**config.mk**
```make
export PLATFORM = sky130hd
export DESIGN_NAME = div_restoring_seq
export DESIGN_NICKNAME = d
export VERILOG_FILES = /design/src/rtl/div_restoring_seq.sv
export SDC_FILE = /design/constraint.sdc
export NUM_CORES = 1
export LEC_CHECK = 0
export CAP_MARGIN = 5
export CORE_ASPECT_RATIO = 1.4
export CORE_MARGIN = 5
export CORE_UTILIZATION = 52
export CTS_BUF_LIST = sky130_fd_sc_hd__clkbuf_16
export CTS_CLUSTER_SIZE = 16
export DETAILED_ROUTE_END_ITERATION = 10
export GPL_ROUTABILITY_DRIVEN = 0
export PLACE_DENSITY = 0.79
export RECOVER_POWER = 25
export SYNTH_ARGS = -nofsm -noshare
export SYNTH_HDL_FRONTEND = slang
export SYNTH_SLANG_ARGS = --single-unit
export TNS_END_PERCENT = 5
```
**constraint.sdc**
```tcl
create_clock -name clk -period 2.42 [get_ports clk]
set_clock_uncertainty 0.15 [all_clocks]
set_input_delay 0.242 -clock clk [delete_from_list [all_inputs] [get_ports clk]]
set_output_delay 0.242 -clock clk [all_outputs]
set_load 0.02 [all_outputs]
```
**src/rtl/div_restoring_seq.sv**
```systemverilog
// ============================================================================
// Module   : div_restoring_seq
// Purpose  : Multi-cycle restoring divider. One shift/subtract/restore step
//            per clock produces Q = A / B and R = A mod B. The subtract uses
//            the A + ~B + 1 form and takes borrow as the inverted carry-out.
//            A start/done handshake launches an operation and reports its
//            result.
// Ports    : clk    - rising-edge clock
//            rst_n  - synchronous active-low reset
//            start  - request pulse; A and B are sampled on the same edge
//            A, B   - dividend, divisor (WIDTH bits)
//            busy   - high while the iteration is running
//            done   - one-cycle pulse; Q/R/dz/ovf are valid from then on
//            Q, R   - quotient, remainder
//            dz     - divide-by-zero flag of the last operation
//            ovf    - signed overflow flag (always 0 in the unsigned build)
// Options  : DIV_SIGNED_EN - when defined, A and B are two's complement and
//            the result follows truncating division (R takes the sign of A).
// Revision : 1.0 - initial release
// ============================================================================
`default_nettype none

module div_restoring_seq #(
  parameter int WIDTH = 4
) (
  input  logic             clk,
  input  logic             rst_n,
  input  logic             start,
  input  logic [WIDTH-1:0] A,
  input  logic [WIDTH-1:0] B,
  output logic             busy,
  output logic             done,
  output logic [WIDTH-1:0] Q,
  output logic [WIDTH-1:0] R,
  output logic             dz,
  output logic             ovf
);

  localparam int CW = $clog2(WIDTH + 1);

  localparam logic [1:0] c_IDLE = 2'd0;
  localparam logic [1:0] c_RUN  = 2'd1;
  localparam logic [1:0] c_DONE = 2'd2;

  localparam logic [WIDTH-1:0] c_one      = {{(WIDTH-1){1'b0}}, 1'b1};
  localparam logic [CW-1:0]    c_cnt_one  = {{(CW-1){1'b0}}, 1'b1};
  localparam logic [CW-1:0]    c_cnt_init = CW'(WIDTH);

  logic [1:0]       r_state;
  logic [CW-1:0]    r_cnt;
  // The top remainder bit is never needed before a shift: after j < WIDTH
  // steps the partial remainder is below 2**j, so it always fits WIDTH-1 bits.
  logic [WIDTH-2:0] r_rem;
  logic [WIDTH-1:0] r_shreg;     // dividend bits out at the top, quotient in
  logic [WIDTH-1:0] r_b;         // divisor magnitude
  logic             r_neg_q;     // negate quotient at the final load
  logic             r_neg_r;     // negate remainder at the final load
  logic             r_ovf_pend;  // most-negative / -1 detected at start

  // Operand conditioning: magnitudes plus the sign fix-up decisions.
  logic [WIDTH-1:0] w_a_mag;
  logic [WIDTH-1:0] w_b_mag;
  logic             w_neg_q;
  logic             w_neg_r;
  logic             w_ovf_case;

`ifdef DIV_SIGNED_EN
  assign w_a_mag    = A[WIDTH-1] ? (~A + c_one) : A;
  assign w_b_mag    = B[WIDTH-1] ? (~B + c_one) : B;
  assign w_neg_q    = A[WIDTH-1] ^ B[WIDTH-1];
  assign w_neg_r    = A[WIDTH-1];
  assign w_ovf_case = (A == {1'b1, {(WIDTH-1){1'b0}}}) && (B == {WIDTH{1'b1}});
`else
  assign w_a_mag    = A;
  assign w_b_mag    = B;
  assign w_neg_q    = 1'b0;
  assign w_neg_r    = 1'b0;
  assign w_ovf_case = 1'b0;
`endif

  // One iteration step: shift the next dividend bit in, trial-subtract B.
  logic [WIDTH-1:0] w_shift;
  logic [WIDTH:0]   w_add;
  logic             w_borrow;
  logic [WIDTH-1:0] w_next_rem;
  logic [WIDTH-1:0] w_q_raw;
  logic [WIDTH-1:0] w_q_out;
  logic [WIDTH-1:0] w_r_out;

  assign w_shift    = {r_rem, r_shreg[WIDTH-1]};
  assign w_add      = {1'b0, w_shift} + {1'b0, ~r_b} + {{WIDTH{1'b0}}, 1'b1};
  assign w_borrow   = ~w_add[WIDTH];
  assign w_next_rem = w_borrow ? w_shift : w_add[WIDTH-1:0];
  assign w_q_raw    = {r_shreg[WIDTH-2:0], ~w_borrow};

  // Sign fix-up folded into the final load so latency matches unsigned.
  assign w_q_out = r_neg_q ? (~w_q_raw + c_one) : w_q_raw;
  assign w_r_out = r_neg_r ? (~w_next_rem + c_one) : w_next_rem;

  always_ff @(posedge clk) begin
    if (!rst_n) begin
      r_state    <= c_IDLE;
      r_cnt      <= '0;
      r_rem      <= '0;
      r_shreg    <= '0;
      r_b        <= '0;
      r_neg_q    <= 1'b0;
      r_neg_r    <= 1'b0;
      r_ovf_pend <= 1'b0;
      busy       <= 1'b0;
      done       <= 1'b0;
      Q          <= '0;
      R          <= '0;
      dz         <= 1'b0;
      ovf        <= 1'b0;
    end else begin
      case (r_state)
        c_RUN: begin
          // start is ignored here; operands are not re-sampled.
          r_rem   <= w_next_rem[WIDTH-2:0];
          r_shreg <= w_q_raw;
          r_cnt   <= r_cnt - c_cnt_one;
          if (r_cnt == c_cnt_one) begin
            Q       <= w_q_out;
            R       <= w_r_out;
            ovf     <= r_ovf_pend;
            busy    <= 1'b0;
            done    <= 1'b1;
            r_state <= c_DONE;
          end
        end

        default: begin
          // IDLE and DONE both accept a new request; DONE lasts one cycle.
          done <= 1'b0;
          if (r_state == c_DONE) begin
            r_state <= c_IDLE;
          end
          if (start) begin
            dz         <= 1'b0;
            ovf        <= 1'b0;
            r_b        <= w_b_mag;
            r_neg_q    <= w_neg_q;
            r_neg_r    <= w_neg_r;
            r_ovf_pend <= w_ovf_case;
            if (B == '0) begin
              Q       <= {WIDTH{1'b1}};
              R       <= A;
              dz      <= 1'b1;
              done    <= 1'b1;
              r_state <= c_DONE;
            end else begin
              r_cnt   <= c_cnt_init;
              r_rem   <= '0;
              r_shreg <= w_a_mag;
              busy    <= 1'b1;
              r_state <= c_RUN;
            end
          end
        end
      endcase
    end
  end

endmodule

`default_nettype wire

```
# [After elaboration in Yosys (flattened, before gate mapping)]
# Index checks and enable logic that the tools add are counted.
[classes] n_eq_ne=5 n_mux=33 reduce_logical=10 bitwise=2 addsub=3
[ops] cell="two-way mux 4 bit" count=12
[ops] cell="two-way mux 3 bit" count=6
[ops] cell="two-way mux 1 bit" count=10
[ops] cell="two-way mux 2 bit" count=5
[ops] cell="AND reduction 2 bit" count=4
[ops] cell="AND reduction 3 bit" count=2
[ops] cell="adder 4 x 4 -> 5 bit" count=1
[ops] cell="adder 5 x 1 -> 5 bit, second input constant" count=1
[ops] cell="logical NOT 4 bit" count=1
[ops] cell="inverter 4 bit" count=1
[ops] cell="nonzero test 2 bit" count=2
[ops] cell="equality test 3 x 1 -> 1 bit, second input constant" count=1
[ops] cell="nonzero test 3 bit" count=1
[ops] cell="subtractor 3 x 1 -> 3 bit, second input constant" count=1
[ops] cell="equality test 2 x 1 -> 1 bit, second input constant" count=1
[ops] cell="equality test 2 bit, second input constant" count=1
[ops] cell="inequality test 2 x 1 -> 1 bit, second input constant" count=1
[ops] cell="inequality test 2 bit, second input constant" count=1
[ops] cell="inverter 1 bit" count=1
[totals] ff_bits=28 input_bits=11 elab_cells=64 output_inout_bits=12

# [Depth between registers and ports, before layout]
# Gate-level depths: netlist of the first run.
[depth] depth_word=6 ltp_mapped=9 depth_no_buf=9

# [Worst setup path before layout of the first run]
# Ideal clock, no wire load.
[synth_path] kind="flip-flop to flip-flop" start="register r_shreg[3]" end="register R[2]" path_buffers=0 path_stages_with_launch=10 slack_ns=0.468 synth_period_minus_slack_ns=1.952 arrival_ns=1.676 required_ns=2.143 setup_ns=0.127 cell_sequence="dfxtp_1 -> inv_1 -> ha_1 -> inv_1 -> fa_1 -> a21o_1 -> a21oi_4 -> nor3_1 -> a31oi_1 -> a31oi_1"
[synth_between] elab_chain_len=5
[synth_rtl] item="start, declared" line_no="54" text="logic [WIDTH-1:0] r_shreg;"
[synth_rtl] item="start signal, assigned" line_no="121" text="r_shreg <= w_q_raw;"
[synth_rtl] item="start signal, assigned" line_no="155" text="r_shreg <= w_a_mag;"
[synth_rtl] item="adder 4 x 4 -> 5 bit" line_no="91" text="assign w_add = {1'b0, w_shift} + {1'b0, ~r_b} + {{WIDTH{1'b0}}, 1'b1};"
[synth_rtl] item="adder 5 x 1 -> 5 bit" line_no="91"
[synth_rtl] item="two-way mux 4 bit" line_no="93" text="assign w_next_rem = w_borrow ? w_shift : w_add[WIDTH-1:0];"
[synth_rtl] item="two-way mux 4 bit" line_no="123" text="if (r_cnt == c_cnt_one) begin"
[synth_rtl] item="two-way mux 4 bit" line_no="117" text="case (r_state)"
[synth_rtl] item="end signal, assigned" line_no="125" text="R <= w_r_out;"
[synth_rtl] item="end, declared" line_no="34" text="output logic [WIDTH-1:0] R,"
# No other way between the ends. The select of a mux whose other input is x is not followed.
# A chain may end at the register's enable or synchronous reset.

# [Worst setup path after layout of the first run]
# Same ends and word-level chain as after synthesis.

==> impl_results.md, run 1 <==
- Status: finished, final reports clean
- Net switching power figure: ~290 µW
- Pin count of the biggest net entering global routing: 24
- CTS Sinks: 27
- Clock power frac: 33.9%
- Xor and xnor area share after synthesis: less than 1%
- Req. time, crit path: 2.41 ns
- RSZ-0062 raised after global routing: false
- Reg power frac: 46.1%
- Achievable Freq: about 0.45 GHz
- Final setup viols: 0
- Area growth from synthesis to layout: 18.85%
- Total internal power: 791.3 µW
- Clk_lat worst skew: around 0.26 ns
- Pleak: 0.0006597 µW
- Die Area: around 3800 µm²
- First-pass GRT wire length: 5057 µm
- Post-place setup slack: around 0.11 ns
- Core area: 2587 µm²
- Part of the Yosys area used for sequential elements: approximately two fifths
- Clock Path Buffers: 2
- Commonest cells in the netlist: dfxtp_1, nand2_1, a21oi_1, inv_1
- Adder-Cell Fraction of Synth Area: about 7.0%
- Setup_tns: 0 ns
- DP Area: between 1500 and 2000 µm²
- Gate power share: around 20%
- Final worst slack: 0.1923 ns
- Post-synth top flop: dfxtp_1
- CTS-repair resized insts: 0
- Crit-path leading delay family: compound AO/OA/AOI/OAI gates
- Die Wd: 53.34 µm
- CP Class: reg -> reg
- Sw frac: between 20% and 30%
- Peak fanout along the critical path: 10
- Crit. path cell count: 9
- Clock-pin slew on the worst setup and hold paths: ~0.060 ns
- Antenna violations before repair: 0
- WP buf/inv: 2
- Simple-gate share of the synthesized area: between 15 and 20%
- Syn_area_per_cell: just over 9 µm²
- DPL Wire Length: about 2100 µm
- Crit path DAT: 2.21 ns
- Root buf cell: clkbuf_16
- Syn Inst Count: 150
- CTS buffer count: 3
- Avg WL per Cell: ~14 µm
- Initial core utilization: between 50% and 60%
- Max incr delay on CP: slightly below 0.4 ns
- Vias in the first global route: between 1k and 1.5k
- Max IR drop VDD: around 0.44 mV
- Count leader, synth: dfxtp_1
- DRT Pass-1 Iters: 4
- # hold bufs at CTS: 0
- Postcts setup bufs: 0
- Syn. warnings: 0
- Asr flop ratio synth: 0%
- NumNets Final: 187
- Gr usage total: between 10% and 20%
- Mux share of post-synthesis cell area: about 3%
- Starting DRC count in detailed routing: 30
- Total power: approximately 1100 µW
- Slowest CP cell: fa_1
- Detailed-route DRC error count: 0
- Measured slew at the worst slew-check pin: slightly above 1 ns
- H-Tree Depth: 1
- Max Cap Viol: 0
- Vias/cell: roughly 5.4
- Min Tclk post-route: 2.228 ns
- Layout cells sized above 1: 9.524%
- Total length of routed wires: between 2000 and 3000 µm
- # port buffers: 21
- Die Height: approximately 71 µm
- Worst hold path type: reg -> reg
- Ports: 23
- Yosys top cell area share: about two fifths
- Period utilisation layout: 92.05%
- Cell taking the most area after synthesis: dfxtp_1
- Synth area leaders: dfxtp_1, ha_1, nand2_1
- TritonCTS clock tree: done
- Row Count: 22
- Yosys reg bits: 27
- Number of enable flip-flop cells after synthesis: 0
- Synth Cell Area: about 1400 µm²
- Final instance area: between 1500 and 2000 µm²
- Syn_nets: around 170
- Reg2reg path depth: 9
- Largest family of logic cells by synthesized area: compound AO/OA/AOI/OAI gates
- Routed vias: 1,108
- Crit. End Element: flip-flop
- P per Cell Area: between 600 and 700 nW/µm²
- Final hold violations: 0
- Synth cell types: 39
- Detail Route Antenna Nets: 0
- Hold Path Stages: 2
- FILL cells: 236
- Synth Area in Compound Gates: a little under a quarter
- Grt ovf: 0
- ANT cells: 0
- Worst rel slew slack: 30.88%
- Slew Viols, Final: 0
- Startpoint Class: flip-flop
- Crit-path cells: inv_1, ha_1, inv_1, fa_1, a21o_1, a21oi_4, nor3_1, a31oi_1, a31oi_1
## flip-flops by register name, indices dropped and copies added, names as in the netlist
name and flops:
Q 4, R 4, busy 1, done 1
dz 1, r_b 4, r_cnt 3, r_rem 3
r_shreg 4, r_state 2
## path summary, 6_finish.rpt
| path | from | to | slack (ns) |
|---|---|---|---|
| setup / recovery | r_shreg[3] | R[2] | 0.19 |
| hold reg to reg | r_b[2] | r_b[2] | 0.32 |
| setup reg to reg | r_shreg[3] | R[2] | 0.19 |
| hold / removal | r_b[2] | r_b[2] | 0.32 |
## cell type report
class,count,area [µm²],share of cell area [%]
sequential,27,540.5,33.26
inverter,7,26.28,1.617
multi-input combinational,105,698.2,42.96
clock inverter,1,3.754,0.2309
tap,36,45.04,2.771
timing repair buffer,25,236.5,14.55
clock buffer,3,75.07,4.619
## cell usage in the layout, fill, tap and decap left out, types with 4 or more instances in the layout
cell,n
dfxtp_1,27
nand2_1,18
clkdlybuf4s50_1,15
a21oi_1,11
inv_1,8
nor2_1,6
a31oi_1,6
o21ai_0,6
a21boi_0,6
nand3_1,6
ha_1,6
dlygate4sd3_1,6
nor2b_1,4
mux2i_1,4
## through the flow
stage / hold slack, ns / instances / utilization [%]
after floorplan: 0.2469 / 150 / -
after global placement: 0.3050 / 200 / 60.49
after detailed placement: 0.3141 / 200 / 60.49
after CTS: 0.3238 / 204 / 63.54
after global routing: 0.3467 / 204 / 62.81
final: 0.3201 / 204 / 62.81
## worst reg2reg max path, cell delays in order, from the launching register on
cell and delay, ns:
dfxtp_1 0.33, inv_1 0.06, ha_1 0.16, inv_1 0.06
fa_1 0.39, a21o_1 0.20, a21oi_4 0.29, nor3_1 0.11
a31oi_1 0.24, a31oi_1 0.12
## power by group through the flow
stage / sequential, µW / clock (µW) / combinational, µW
after floorplan: 511 / 0 / 152
after global placement: 504 / 0 / 212
after detailed placement: 506 / 0 / 217
after CTS: 496 / 367 / 222
after global routing: 500 / 395 / 240
final: 496 / 365 / 216
## kinds of logic after synthesis
kind of cell / count (synthesis)
AOI/OAI and AO/OA: 46
xor gates and xnor gates: 1
adders and majority gates: 7
buffers and inverters: 18
DFF: 27
muxes: 4
other: 1
and+or+nand+nor: 46
## per-layer routing
metal  vias to the layer above  track usage [%]  share of wire [%]
met4                         0            9.091                2.7
met2                        28            28.65                 51
met5                         -                0                  0
li1                        556                -                  -
met3                         9            2.947                4.0
met1                       515            21.18                 42
Note: power is estimated with default switching activity, not from simulation.
==> run 2: changes to the inputs <==
--- a/config.mk
+++ b/config.mk
@@ -6,7 +6,7 @@
 export NUM_CORES = 1
 export LEC_CHECK = 0
 export CAP_MARGIN = 5
-export CORE_ASPECT_RATIO = 1.4
+export CORE_ASPECT_RATIO = 0.75
 export CORE_MARGIN = 5
 export CORE_UTILIZATION = 52
 export CTS_BUF_LIST = sky130_fd_sc_hd__clkbuf_16
==> impl_results.md, run 2 (synthesized netlist as in run 1, its figures left out) <==
- Slew Viols, Final: 0
- Peak fanout along the critical path: 10
- P per Cell Area: ~660 nW/µm²
- H-Tree Depth: 1
- Layout cells sized above 1: 9.524%
- Area growth from synthesis to layout: 18.85%
- Min Tclk post-route: between 2 and 2.5 ns
- First-pass GRT wire length: about 4800 µm
- Worst Setup SP: r_shreg[3]
- Reg2reg path depth: 9
- Crit path DAT: around 2.2 ns
- Starting DRC count in detailed routing: 39
- Measured slew at the worst slew-check pin: approximately 1.1 ns
- Setup_tns: 0 ns
- Worst rel slew slack: a little over a quarter
- Grt ovf: 0
- Status: finished, final reports clean
- Die Wd: 69.22 µm
- Final hold violations: 0
- ANT cells: 0
- Final worst slack: 0.2074 ns
- Vias/cell: around 5.2
- NumNets Final: between 150 and 200
- Startpoint Class: flip-flop
- Max Cap Viol: 0
- Commonest non-fill, non-tap cells in the layout: dfxtp_1, nand2_1, clkdlybuf4s50_1
- Max IR drop VDD: approximately 0.43 mV
- Die Area: 3766 µm²
- Die Height: between 50 and 60 µm
- Ports: 23
- Antenna violations before repair: 0
- Non-Filler Instances: around 200
- DP Cell Count: 200
- # port buffers: 21
- R2r setup slk: 0.21 ns
- Avg WL per Cell: 14.22 µm
- DRT Pass-1 Iters: 5
- Detailed-route DRC error count: 0
- Most common library cell in the layout ignoring fill and taps: dfxtp_1
- Achievable Freq: roughly 0.45 GHz
- CP Class: reg -> reg
- DPL Wire Length: approximately 2200 µm
- Detail Route Antenna Nets: 0
- Met2 track utilization from global routing: between 20 and 30%
- Post-place setup slack: about 0.027 ns
- Gr usage total: approximately 16%
- Met1 Usage GRT: 19.69%
- Hold Startpoint: dz
- Pleak: about 0.00066 µW
- Worst hold path type: reg -> reg
- Routed vias: 1,067
- Core area: ~2600 µm²
- Final setup viols: 0
- Hold EP: dz
- Pin count of the biggest net entering global routing: 24
- Total length of routed wires: between 2000 and 3000 µm
- Clk_lat worst skew: 0.26 ns
- GR Util met3: roughly 4.6%
- Postcts setup bufs: 0
- CTS buffer count: 3
- Initial core utilization: 53.37%
- Start of the worst register-to-register path: r_shreg[3]
- Clock-pin slew on the worst setup and hold paths: ~0.060 ns
- CTS-repair resized insts: 0
- Hold Path Stages: 2
- # hold bufs at CTS: 0
- Req. time, crit path: between 2 and 2.5 ns
- Root buf cell: clkbuf_16
- Period utilisation layout: 91.43%
- Util after Layout: 63.43%
- Clock Path Buffers: 2
- Row Count: 16
- FF-to-FF End: R[1]
- Crit. End Element: flip-flop
- TritonCTS clock tree: done
- Vias in the first global route: 1,054
- RSZ-0062 raised after global routing: false
- Top Usage Layer GRT: met2
- CTS Sinks: 27
## run 2: cell types whose count changed in the layout (fill, tap and decap cells not counted), sizes merged
cell           before  now
clkdlybuf4s50      15   14
dlygate4sd3         6    7
## run 2: area by class of cell
class,count,area (µm²)
flip-flops and latches,27,540.5
fillers,229,937.1
inverters,7,26.28
clock buffers,3,75.07
well taps,36,45.04
clock inverters,1,3.754
multi-input cells,105,698.2
repair buffers,25,236.5
## run 2: worst max-delay path by stage
stage,end,slack [ns],cells after the start
4_1_cts,R[1],0.21,9
3_3_place_gp,r_cnt[1],0.13,5
6_report,R[1],0.21,9
2_1_floorplan,R[2],0.47,9
5_1_grt,R[0],0.11,9
3_5_place_dp,r_cnt[1],0.03,5
## run 2: worst max-delay path, cell delays in order (launching register included)
cell and delay [ns]:
dfxtp_1 0.33, inv_1 0.06, ha_1 0.16, inv_1 0.06, fa_1 0.41, a21o_1 0.21
a21oi_4 0.28, nor2_1 0.09, a31oi_1 0.24, a31oi_1 0.11
## run 2: report_power, final
group / internal, µW / switching, µW
registers: 475 / 20.9
logic: 94.8 / 120
clock network: 221 / 143
total: 791 / 285
## run 2: metal layers
metal / part of all wire, % / vias up
met5: 0 / -
met4: 0.28 / 0
met3: 4.8 / 2
met2: 49 / 16
met1: 46 / 495
li1: - / 554
## run 2: per-stage QoR
stage,power [µW],instance area (µm²),hold slack (ns)
final,1075,1625,0.3152
after global routing,1132,1625,0.3482
after global placement,715.1,1565,0.3056
after floorplan,663.3,1368,0.2469
after detailed placement,724.1,1565,0.3119
after CTS,1086,1644,0.3263
==> run 3: changes to the inputs <==
--- a/config.mk
+++ b/config.mk
@@ -13,6 +13,7 @@
 export CTS_CLUSTER_SIZE = 16
 export DETAILED_ROUTE_END_ITERATION = 10
 export GPL_ROUTABILITY_DRIVEN = 0
+export GPL_TIMING_DRIVEN = 0
 export PLACE_DENSITY = 0.79
 export RECOVER_POWER = 25
 export SYNTH_ARGS = -nofsm -noshare
==> constraint.sdc (replaced) <==
create_clock -name clk -period 2.1 [get_ports clk]
set_clock_uncertainty 0.15 [all_clocks]
set_input_delay 0.21 -clock clk [delete_from_list [all_inputs] [get_ports clk]]
set_output_delay 0.21 -clock clk [all_outputs]
set_load 0.02 [all_outputs]
==> impl_results.md, run 3 (synthesized netlist as in run 1, its figures left out) <==
- Max IR drop VDD: between 0.5 and 0.6 mV
- Peak fanout along the critical path: 5
- WHS: just over 0.1 ns
- Routed vias: 1,171
- Avg WL per Cell: 14.92 µm
- Detail Route Antenna Nets: 0
- Starting DRC count in detailed routing: 60
- R2r setup slk: ~0.057 ns
- Root buf cell: clkbuf_16
- Reg power frac: a little over two fifths
- Die Area: 3766 µm²
- DP Cell Count: about 210
- Most common library cell in the layout ignoring fill and taps: dfxtp_1
- Startpoint Class: flip-flop
- First-pass GRT wire length: slightly above 5000 µm
- Antenna violations before repair: 0
- Row Count: 16
- Reg2reg path depth: 9
- WP buf/inv: 3
- RSZ-0062 raised after global routing: true
- Hold EP: r_b[0]
- Net switching power figure: roughly 360 µW
- Pleak: approximately 0.0007 µW
- Total internal power: about 950 µW
- CP Class: reg -> reg
- Crit-path leading delay family: compound AO/OA/AOI/OAI gates
- Period utilisation layout: between 90% and 100%
- P per Cell Area: around 750 nW/µm²
- ANT cells: 0
- FILL cells: roughly 220
- Pin count of the biggest net entering global routing: 16
- Min Tclk post-route: a little over 2 ns
- # hold bufs at CTS: 0
- FF+latch area: around 540 µm²
- Crit. path cell count: 9
- Core area: 2562 µm²
- Detailed-route DRC error count: 0
- Total power: about 1300 µW
- DRT Pass-1 Iters: 4
- Clock Path Buffers: 2
- Initial core utilization: between 50 and 60%
- Max incr delay on CP: roughly 0.35 ns
- Max Cap Viol: 0
- Post-place setup slack: -0.05117 ns
- Ports: 23
- Clock-pin slew on the worst setup and hold paths: 0.07 ns
- Clk_lat worst skew: 0.26 ns
- Gate power share: between 20% and 30%
- Req. time, crit path: approximately 2.1 ns
- Crit. End Element: flip-flop
- Sw frac: a little over a quarter
- Clock power frac: between 30% and 40%
- Slowest CP cell: fa_2
- Hold Startpoint: start
- Total length of routed wires: between 3000 and 4000 µm
- Worst hold path type: in -> reg
- Gr usage total: between 10% and 20%
- # port buffers: 19
- Start of the worst register-to-register path: r_shreg[3]
- Crit path DAT: 2.08 ns
- Hold Path Stages: 3
- Multi-input logic area: roughly 740 µm²
- Die Wd: 69.22 µm
- Die Height: 54.41 µm
- TritonCTS clock tree: done
- Area growth from synthesis to layout: 28.27%
- Vias in the first global route: 1,148
- Status: finished, final reports clean
- CTS buffer count: 3
- Final hold violations: 0
- Worst Setup SP: r_shreg[3]
- Vias/cell: around 5.4
- Grt ovf: 0
- DPL Wire Length: about 2300 µm
- Worst rel slew slack: ~61%
- Slew Viols, Final: 0
- Commonest non-fill, non-tap cells in the layout: dfxtp_1, nand2_1, clkdlybuf4s50_1
- H-Tree Depth: 1
- FF-to-FF End: R[1]
- Final worst slack: around 0.057 ns
- Measured slew at the worst slew-check pin: approximately 0.6 ns
- Setup_tns: 0 ns
- Non-Filler Instances: approximately 220
- Final setup viols: 0
- Crit-path cells: inv_2, ha_4, inv_2, fa_2, a21o_1, a21oi_4, buf_6, a31oi_1, a31oi_1
- CTS Sinks: 27
- Achievable Freq: 0.4896 GHz
- Layout cells sized above 1: between 20% and 30%
- NumNets Final: roughly 200
==> run 3: how the worst max path moves through the flow <==
stage | endpoint | slack (ns)
3_3_place_gp | R[2] | -0.02
5_1_grt | R[0] | -0.04
4_1_cts | R[2] | 0.07
2_1_floorplan | R[2] | 0.15
6_report | R[1] | 0.06
3_5_place_dp | R[2] | -0.05
==> run 3: final cells by class <==
| class | instances | area share [%] |
|---|---|---|
| clock buffers | 3 | 4.280 |
| inverters | 7 | 1.498 |
| plain buffers | 11 | 4.636 |
| flip-flops and latches | 27 | 30.96 |
| well taps | 36 | 2.568 |
| clock inverters | 1 | 0.2853 |
| multi-input cells | 105 | 41.94 |
| repair buffers | 25 | 13.84 |
==> run 3: what timing repair did <==
item                       4_1_cts  5_1_grt
setup buffers                    2        4
pin swaps                        1        9
setup endpoints to repair        6        8
gates resized for setup          0       13
==> run 3: power by group through the flow <==
stage	clock network (µW)	registers [µW]	logic, µW
after floorplan	0	589	176
after global placement	0	580	253
after detailed placement	0	583	263
after CTS	438	571	278
after global routing	457	578	339
final	429	573	308
==> run 3: stage by stage <==
| stage | area (µm²) | util, % |
|---|---|---|
| final | 1754 | 68.46 |
| after global routing | 1754 | 68.46 |
| after CTS | 1698 | 66.26 |
| after detailed placement | 1603 | 62.55 |
| after global placement | 1603 | 62.55 |
| after floorplan | 1368 | - |
==> run 3: tightest hold or removal path: stages <==
cell,delay (ns)
buf_6,0.12
nand3_1,0.08
a21boi_0,0.07
==> run 3: routing by layer <==
layer | share of wire, % | GRT usage, %
met3 | 3.0 | 4.037
met1 | 45 | 20.13
met2 | 49 | 32.12
met4 | 3.1 | 7.468
met5 | 0 | 0
